File: src/rtl/mc_ctrl_pkg.sv
// rtl/mc_ctrl_pkg.sv - shared types and encodings for the multi-cycle RV32I controller
package mc_ctrl_pkg;

  typedef enum logic [3:0] {
    ST_RESET,
    ST_FETCH,
    ST_DECODE,
    ST_MEMADR,
    ST_MEMREAD,
    ST_MEMWB,
    ST_MEMWRITE,
    ST_EXECR,
    ST_EXECI,
    ST_ALUWB,
    ST_BEQ,
    ST_JAL
  } state_t;

  localparam logic [6:0] OP_LOAD   = 7'b0000011;
  localparam logic [6:0] OP_STORE  = 7'b0100011;
  localparam logic [6:0] OP_RTYPE  = 7'b0110011;
  localparam logic [6:0] OP_ITYPE  = 7'b0010011;
  localparam logic [6:0] OP_BRANCH = 7'b1100011;
  localparam logic [6:0] OP_JAL    = 7'b1101111;

  localparam logic [1:0] RES_ALUOUT    = 2'b00;
  localparam logic [1:0] RES_DATA      = 2'b01;
  localparam logic [1:0] RES_ALURESULT = 2'b10;

  localparam logic [1:0] SRCA_PC    = 2'b00;
  localparam logic [1:0] SRCA_OLDPC = 2'b01;
  localparam logic [1:0] SRCA_RD1   = 2'b10;

  localparam logic [1:0] SRCB_RD2  = 2'b00;
  localparam logic [1:0] SRCB_IMM  = 2'b01;
  localparam logic [1:0] SRCB_FOUR = 2'b10;

  localparam logic [1:0] ALUOP_ADD   = 2'b00;
  localparam logic [1:0] ALUOP_SUB   = 2'b01;
  localparam logic [1:0] ALUOP_FUNCT = 2'b10;

  localparam logic [1:0] IMM_I = 2'b00;
  localparam logic [1:0] IMM_S = 2'b01;
  localparam logic [1:0] IMM_B = 2'b10;
  localparam logic [1:0] IMM_J = 2'b11;

  // States that hold on the memory handshake and feed the timeout counter
  function automatic logic is_mem_wait_state(input state_t s);
    return (s == ST_FETCH) || (s == ST_MEMREAD) || (s == ST_MEMWRITE);
  endfunction

endpackage

File: src/rtl/mc_imm_decoder.sv
// rtl/mc_imm_decoder.sv - opcode to immediate-format select for the extend unit
module mc_imm_decoder
  import mc_ctrl_pkg::*;
(
  input  logic [6:0] opcode,
  output logic [1:0] imm_src
);

  // R-type has no immediate; it shares the I encoding as a don't-care
  always_comb begin
    imm_src = IMM_I;
    case (opcode)
      OP_STORE:  imm_src = IMM_S;
      OP_BRANCH: imm_src = IMM_B;
      OP_JAL:    imm_src = IMM_J;
      default:   imm_src = IMM_I;
    endcase
  end

endmodule

File: src/rtl/multicycle_controller.sv
// rtl/multicycle_controller.sv - multi-cycle RV32I sequencing FSM with memory handshake and timeout
// Optional performance counters under MC_CTRL_PERF_EN.
module multicycle_controller
  import mc_ctrl_pkg::*;
#(
  parameter int MEM_TIMEOUT = 255,
  parameter int CNT_W       = 32
) (
  input  logic       clk,
  input  logic       rst_n,
  input  logic [6:0] opcode,
  input  logic       zero,
  input  logic       mem_ready,
  output logic       mem_valid,
  output logic       adr_src,
  output logic       ir_write,
  output logic       pc_write,
  output logic       mem_write,
  output logic       reg_write,
  output logic [1:0] result_src,
  output logic [1:0] alu_src_a,
  output logic [1:0] alu_src_b,
  output logic [1:0] alu_op,
  output logic [1:0] imm_src,
  output logic       illegal_op,
  output logic       mem_timeout
`ifdef MC_CTRL_PERF_EN
  ,
  output logic [CNT_W-1:0] retired_cnt,
  output logic [CNT_W-1:0] cycle_cnt
`endif
);

  localparam int             TO_W     = $clog2(MEM_TIMEOUT + 2);
  localparam logic [TO_W-1:0] TO_LIMIT = TO_W'(MEM_TIMEOUT);

  state_t          state;
  state_t          state_next;
  logic [1:0]      imm_dec;
  logic [TO_W-1:0] to_cnt;
  logic            waiting;

  mc_imm_decoder u_imm_dec (
    .opcode  (opcode),
    .imm_src (imm_dec)
  );

  always_ff @(posedge clk or negedge rst_n) begin
    if (!rst_n) begin
      state <= ST_RESET;
    end else begin
      state <= state_next;
    end
  end

  always_comb begin
    state_next = state;
    case (state)
      ST_RESET:  state_next = ST_FETCH;
      ST_FETCH:  if (mem_ready) state_next = ST_DECODE;
      ST_DECODE: begin
        case (opcode)
          OP_LOAD, OP_STORE: state_next = ST_MEMADR;
          OP_RTYPE:          state_next = ST_EXECR;
          OP_ITYPE:          state_next = ST_EXECI;
          OP_BRANCH:         state_next = ST_BEQ;
          OP_JAL:            state_next = ST_JAL;
          default:           state_next = ST_FETCH;
        endcase
      end
      ST_MEMADR:   state_next = (opcode == OP_LOAD) ? ST_MEMREAD : ST_MEMWRITE;
      ST_MEMREAD:  if (mem_ready) state_next = ST_MEMWB;
      ST_MEMWB:    state_next = ST_FETCH;
      ST_MEMWRITE: if (mem_ready) state_next = ST_FETCH;
      ST_EXECR:    state_next = ST_ALUWB;
      ST_EXECI:    state_next = ST_ALUWB;
      ST_ALUWB:    state_next = ST_FETCH;
      ST_BEQ:      state_next = ST_FETCH;
      ST_JAL:      state_next = ST_ALUWB;
      default:     state_next = ST_FETCH;
    endcase
  end

  always_comb begin
    mem_valid  = 1'b0;
    adr_src    = 1'b0;
    ir_write   = 1'b0;
    pc_write   = 1'b0;
    mem_write  = 1'b0;
    reg_write  = 1'b0;
    result_src = RES_ALUOUT;
    alu_src_a  = SRCA_PC;
    alu_src_b  = SRCB_RD2;
    alu_op     = ALUOP_ADD;
    imm_src    = IMM_I;
    illegal_op = 1'b0;
    if (state != ST_RESET) imm_src = imm_dec;
    case (state)
      ST_FETCH: begin
        mem_valid  = 1'b1;
        alu_src_b  = SRCB_FOUR;
        result_src = RES_ALURESULT;
        ir_write   = mem_ready;
        pc_write   = mem_ready;
      end
      ST_DECODE: begin
        alu_src_a  = SRCA_OLDPC;
        alu_src_b  = SRCB_IMM;
        illegal_op = (state_next == ST_FETCH);
      end
      ST_MEMADR: begin
        alu_src_a = SRCA_RD1;
        alu_src_b = SRCB_IMM;
      end
      ST_MEMREAD: begin
        mem_valid = 1'b1;
        adr_src   = 1'b1;
      end
      ST_MEMWB: begin
        result_src = RES_DATA;
        reg_write  = 1'b1;
      end
      ST_MEMWRITE: begin
        mem_valid = 1'b1;
        adr_src   = 1'b1;
        mem_write = mem_ready;
      end
      ST_EXECR: begin
        alu_src_a = SRCA_RD1;
        alu_src_b = SRCB_RD2;
        alu_op    = ALUOP_FUNCT;
      end
      ST_EXECI: begin
        alu_src_a = SRCA_RD1;
        alu_src_b = SRCB_IMM;
        alu_op    = ALUOP_FUNCT;
      end
      ST_ALUWB: begin
        result_src = RES_ALUOUT;
        reg_write  = 1'b1;
      end
      ST_BEQ: begin
        alu_src_a  = SRCA_RD1;
        alu_src_b  = SRCB_RD2;
        alu_op     = ALUOP_SUB;
        result_src = RES_ALUOUT;
        pc_write   = zero;
      end
      ST_JAL: begin
        alu_src_a  = SRCA_OLDPC;
        alu_src_b  = SRCB_FOUR;
        result_src = RES_ALUOUT;
        pc_write   = 1'b1;
      end
      default: ;
    endcase
  end

  // Any cycle that is not a stalled access clears the count, so each access starts from zero
  assign waiting = is_mem_wait_state(state) && !mem_ready;

  always_ff @(posedge clk or negedge rst_n) begin
    if (!rst_n) begin
      to_cnt      <= '0;
      mem_timeout <= 1'b0;
    end else if (waiting) begin
      if (to_cnt != TO_LIMIT) to_cnt <= to_cnt + TO_W'(1);
      if ((MEM_TIMEOUT != 0) && (to_cnt == TO_LIMIT - TO_W'(1))) mem_timeout <= 1'b1;
    end else begin
      to_cnt <= '0;
    end
  end

`ifdef MC_CTRL_PERF_EN
  logic retire;

  assign retire = (state_next == ST_FETCH) &&
                  ((state == ST_MEMWB) || (state == ST_MEMWRITE) ||
                   (state == ST_ALUWB) || (state == ST_BEQ));

  always_ff @(posedge clk or negedge rst_n) begin
    if (!rst_n) begin
      cycle_cnt   <= '0;
      retired_cnt <= '0;
    end else begin
      if (state != ST_RESET) cycle_cnt <= cycle_cnt + CNT_W'(1);
      if (retire) retired_cnt <= retired_cnt + CNT_W'(1);
    end
  end
`else
  logic unused_cnt_w;
  assign unused_cnt_w = ^CNT_W;
`endif

endmodule

File: config.mk
export PLATFORM = sky130hd
export DESIGN_NAME = multicycle_controller
export DESIGN_NICKNAME = d
export VERILOG_FILES = /design/src/rtl/mc_ctrl_pkg.sv /design/src/rtl/mc_imm_decoder.sv /design/src/rtl/multicycle_controller.sv
export SDC_FILE = /design/constraint.sdc
export NUM_CORES = 1
export LEC_CHECK = 0
export BUFFER_PORTS_ARGS = -buffer_cell sky130_fd_sc_hd__buf_2
export CORE_MARGIN = 8
export CORE_UTILIZATION = 42
export DETAILED_ROUTE_END_ITERATION = 16
export PLACE_DENSITY = 0.73
export SYNTH_ARGS = -nofsm -noshare
export SYNTH_HDL_FRONTEND = slang
export SYNTH_SLANG_ARGS = --single-unit
export TNS_END_PERCENT = 10
File: constraint.sdc
create_clock -name clk -period 1.82 [get_ports clk]
set_input_delay 0 -clock clk [delete_from_list [all_inputs] [get_ports clk]]
set_output_delay 0 -clock clk [all_outputs]
set_load 0.02 [all_outputs]
# Yosys cells after proc, flatten, opt, wreduce, memory -nomap -nowiden
# Cells that the tools add are included.
[op_classes]
n_reduce_logical = 16
addsub = 1
muxes = 21
n_eq_ne = 21
[op_table]
columns = ["cell", "count"]
rows = [
  ["$pmux W4 S6", 1],
  ["$pmux W4 S5", 1],
  ["$mux W9", 2],
  ["$eq A4 B3 Y1 const B", 4],
  ["$eq A4 B4 Y1 const B", 4],
  ["$pmux W2 S2", 4],
  ["$eq A7 B6 Y1 const B", 2],
  ["$eq A7 B7 Y1 const B", 2],
  ["$mux W4", 3],
  ["$reduce_or A2 Y1", 6],
  ["$add A9 B1 Y9 const B", 1],
  ["$eq A9 B8 Y1 const B", 1],
  ["$ne A9 B8 Y1 const B", 1],
  ["$reduce_or A3 Y1", 3],
  ["$eq A4 B1 Y1 const B", 2],
  ["$eq A4 B2 Y1 const B", 2],
  ["$eq A7 B2 Y1 const B", 1],
  ["$eq A7 B5 Y1 const B", 1],
  ["$mux W1", 6],
  ["$pmux W2 S3", 1],
  ["$mux W2", 2],
  ["$reduce_bool A4 Y1", 1],
  ["$reduce_or A4 Y1", 1],
  ["$pmux W1 S3", 1],
  ["other kinds (5)", 6],
]
[word_totals]
inputBits = 11
elab_cells = 62
register_bits = 14

# Depth between registers and ports, before layout
[depth]
word_depth = 6
mapped_depth = 8
mapped_depth_nobuf = 7

# Cells and area by module
# A second synthesis with hierarchy kept.
[unflattened]
hier_cells = 139
hier_area_um2 = 1199.9
[modules_own_cells]
columns = ["mod", "instances", "seq_area_each_um2", "area_per_inst_um2", "cells_per_inst"]
rows = [
  ["multicycle_controller", 1, 350.3, 1156.1, 133],
  ["mc_imm_decoder", 1, 0.0, 43.8, 6],
]

# Least setup slack after synthesis
# No wires, ideal clock.
[synth_path]
kind = "reg-to-reg"
start = "register to_cnt[0]"
end = "register to_cnt[5]"
path_buffers = 1
stages_incl_launch_ff = 9
setup_time_ps = 78
setup_slack_ps = -4
required_ps = 1742
synth_period_minus_slack_ps = 1824
t_arrival_ps = 1746
path_cell_list = "dfrtp_1 > ha_1 > nand3_1 > nor2_1 > ha_1 > buf_2 > nand4b_1 > or3_1 > a21oi_1"
[synth_between]
elab_chain_len = 3
word_cells_on_any_way = 5
cone_classes = "1 x add/sub; 2 x eq/ne; 2 x mux"
[synth_lines]
columns = ["element", "line_no", "text"]
rows = [
  ["start, declared", "multicycle_controller.sv:40", "logic [TO_W-1:0] to_cnt;"],
  ["start signal, assigned", "multicycle_controller.sv:167", "if (to_cnt != TO_LIMIT) to_cnt <= to_cnt + TO_W'(1);"],
  ["$add A9 B1 Y9", "multicycle_controller.sv:167", ""],
  ["$mux W9", "multicycle_controller.sv:167", ""],
  ["$mux W9", "multicycle_controller.sv:166", "end else if (waiting) begin"],
]
# Parallel ways exist; a longest one is shown, timed or not. The select of a mux whose other input is x is not followed.
# A chain may end at the register's enable or synchronous reset.

# Worst setup path in the final report
[layout_path]
start = "register to_cnt[0]"
end = "register to_cnt[7]"
# Same word-level chain as after synthesis.

==> flow_summary.toml <==
[finish]
fin_area_mm2 = 0.001394
nFillCells = 261
num_antenna_cells = 0
drive_above_1_share = 0.3148
area_growth_pct = 19.40
fin_util = 0.5143
nets = 178

[global_route]
grt_pass1_vias = 1106
grt_overflow_total = 0
grt_max_degree = 20
grt_use_total = 0.1220
antenna_found_initial = 0
grt_first_pass_wirelength_um = 4595

[setup_path]
required_ps = 2020
critPathCaptureType = "flop"
cp_max_fo = 5
crit_path_start_kind = "flop"
crit_type = "flop to flop"
cp.arrival_ps = 1930

[status]
outcome = "complete, no violations"

[cts]
clk_latency_ps = 270
cts-root-buf = "clkbuf_4"
h-tree-depth = 1
cts_buffer_depth = 2
cts_tree = "built"
clkSinkCount = 14
path_clk_slew_ps = 70
cts_buffers = 3

[sta]
setup_violations = 0
max_freq_mhz = 579.7
max_slew_margin = 0.7209
worst_hold_slack_ps = 47.71
min_period_over_period = 0.9478
finalHoldViolations = 0
fin_skew_ps = 5.183
worst_pin_slew_ps = 418.6
min_period_ps = 1725
final_max_slew_viol_count = 0
rsz0062_at_grt = "yes"

[logic_synthesis]
ys_ff_latch = 14
synth-main-ff-cell = "dfrtp_1"
synthAdderAreaFrac = 0.03215
synthTopCellsByArea = "dfrtp_1 (30%), nor2_1 (5.1%), a21oi_1 (3.4%)"
ys_async_sr_fraction = 1.000
synth_top_area_share = 0.3001
synth_xor_area_frac = 0.06002
syn-num-nets = 145
synth_top_family_by_area = "simple AND/OR/NAND/NOR gates"
syn_inst = 131
syn_area_mm2 = 0.001167
yosysUniqueCellTypes = 47
ys_seq_area_frac = 0.3001
yosys.area_share.simple = 0.3730
synth_largest_area_cell = "dfrtp_1"
synthMuxAreaShare = 0.009646
synth_edf_count = 0
synth_warnings = 0
synth_area_per_cell_um2 = 8.911
synth_compound_area_frac = 0.1683

[floorplan]
core-area_mm2 = 0.002710
initial_core_util = 0.4307
ios = 29
die_w_um = 68.72
die_y_um = 68.72
rows = 19
die_area_mm2 = 0.004722

[power_and_ir_drop]
peakVddDrop_uv = 1049
power_density_mw_per_mm2 = 1213
power.leakage_nw = 0.5990

[placement]
gp_congestion = 0.8003
place_hpwl_um = 2030
portBuffers = 28
dpl_cell_area_mm2 = 0.001339

[drt]
drtAntennaViolNets = 0
drt_iter0_drc = 53
routed_wl_um = 2625
wl_per_cell_um = 13.60
avgViaCountPerCell = 5.617
route.detailed.drc = 0
drt-pass1-iter-count = 4
vias = 1084

[run]
cap_viol_max_count = 0

[worst_hold_path]
hold_class = "input port to flop"
-- worst max-delay path: stages (launching register included) --
cell      delay, ps
dfrtp_1         400
ha_2            210
nand3_1          90
nor2_1           60
ha_2            200
nand4b_1        210
or3_1           350
a21oi_2         140
-- logic make-up after synthesis --
| kind of cell | Yosys count |
|---|---|
| AND/OR/NAND/NOR | 66 |
| AO/OA/AOI/OAI | 27 |
| flip-flops | 14 |
| buffers and inverters | 12 |
| XOR/XNOR | 8 |
| adder cells (fa/ha/maj) | 3 |
| multiplexers | 1 |
-- cell usage after synthesis (2+ instances only) --
library cell,instances
nor4bb_1,2
and3b_1,2
buf_2,5
nand4b_1,2
o211ai_1,2
xnor2_1,4
o21bai_1,2
dfrtp_1,14
nand4_1,3
nand3b_1,4
nor2_1,16
xor2_1,4
a21oi_1,8
o21ai_0,4
nand2_1,4
ha_1,3
buf_4,2
nor3b_1,5
nand2b_1,3
or3_1,4
inv_1,3
nand3_1,5
nor2b_1,3
and3_1,2
o22ai_1,3
-- routing by layer --
metal  global-route usage  vias up  wire length [um]
li1                     -      546                 -
met4              0.03509        0                22
met5                    0        -                 0
met2               0.2033       21              1251
met3              0.02746        2               118
met1               0.1541      515              1233
-- registers in the layout (all words and copies together) (netlist names) --
signal,count
state,4
to_cnt,9
mem_timeout,1
-- power by group --
part / internal (mW) / switching [mW]
Sequential: 0.361 / 0.108
Clock: 0.0765 / 0.0839
Combinational: 0.456 / 0.605
Total: 0.894 / 0.797
-- stage by stage --
step	power, mW	TNS, ps	worst slack (ps)	cells
2_1_floorplan	1.264	0	32.13	131
3_3_place_gp	1.477	0	147.6	187
3_5_place_dp	1.514	0	17.33	187
4_1_cts	1.679	0	17.97	191
5_1_grt	1.830	-72.42	-51.79	193
6_report	1.691	0	94.94	193
-- cells in the final DEF (no fill, tap or decap), drive strengths merged, types with 4 or more instances in the layout --
cell type and n:
buf 36, nor2 16, dfrtp 14, a21oi 8
nor3b 6, nand3 5, or3 4, nand2 4
xnor2 4, xor2 4, nand3b 4, o21ai 4
-- worst paths after layout --
| check | startpoint | to | slack, ps | cells past startpoint |
|---|---|---|---|---|
| max | to_cnt[0]$_DFFE_PN0P_ | to_cnt[7]$_DFFE_PN0P_ | 90 | 7 |
| min | opcode[4] | state[2]$_DFF_PN0_ | 50 | 3 |
| max reg2reg | to_cnt[0]$_DFFE_PN0P_ | to_cnt[7]$_DFFE_PN0P_ | 90 | 7 |
| min reg2reg | mem_timeout$_DFFE_PN0P_ | mem_timeout$_DFFE_PN0P_ | 470 | 2 |
| max in group asynchronous | rst_n | state[3]$_DFF_PN0_ | 1430 | 2 |
| min in group asynchronous | rst_n | to_cnt[6]$_DFFE_PN0P_ | 140 | 2 |
-- what timing repair did --
action / 4_1_cts / 5_1_grt
hold buffers: 1 / 0
gates resized for setup: 0 / 4
hold endpoints to repair: 14 / 0
setup buffers: 0 / 2
setup endpoints to repair: 0 / 5
-- cell type report --
class                      count  area, um^2  area share
tap                           31       38.79     0.02783
multi-input combinational    105       759.5      0.5449
inverter                       3       11.26    0.008079
timing repair buffer          37       210.2      0.1508
clock buffer                   3       22.52     0.01616
sequential                    14       351.6      0.2522
Note: power is estimated with default switching activity, not from simulation.
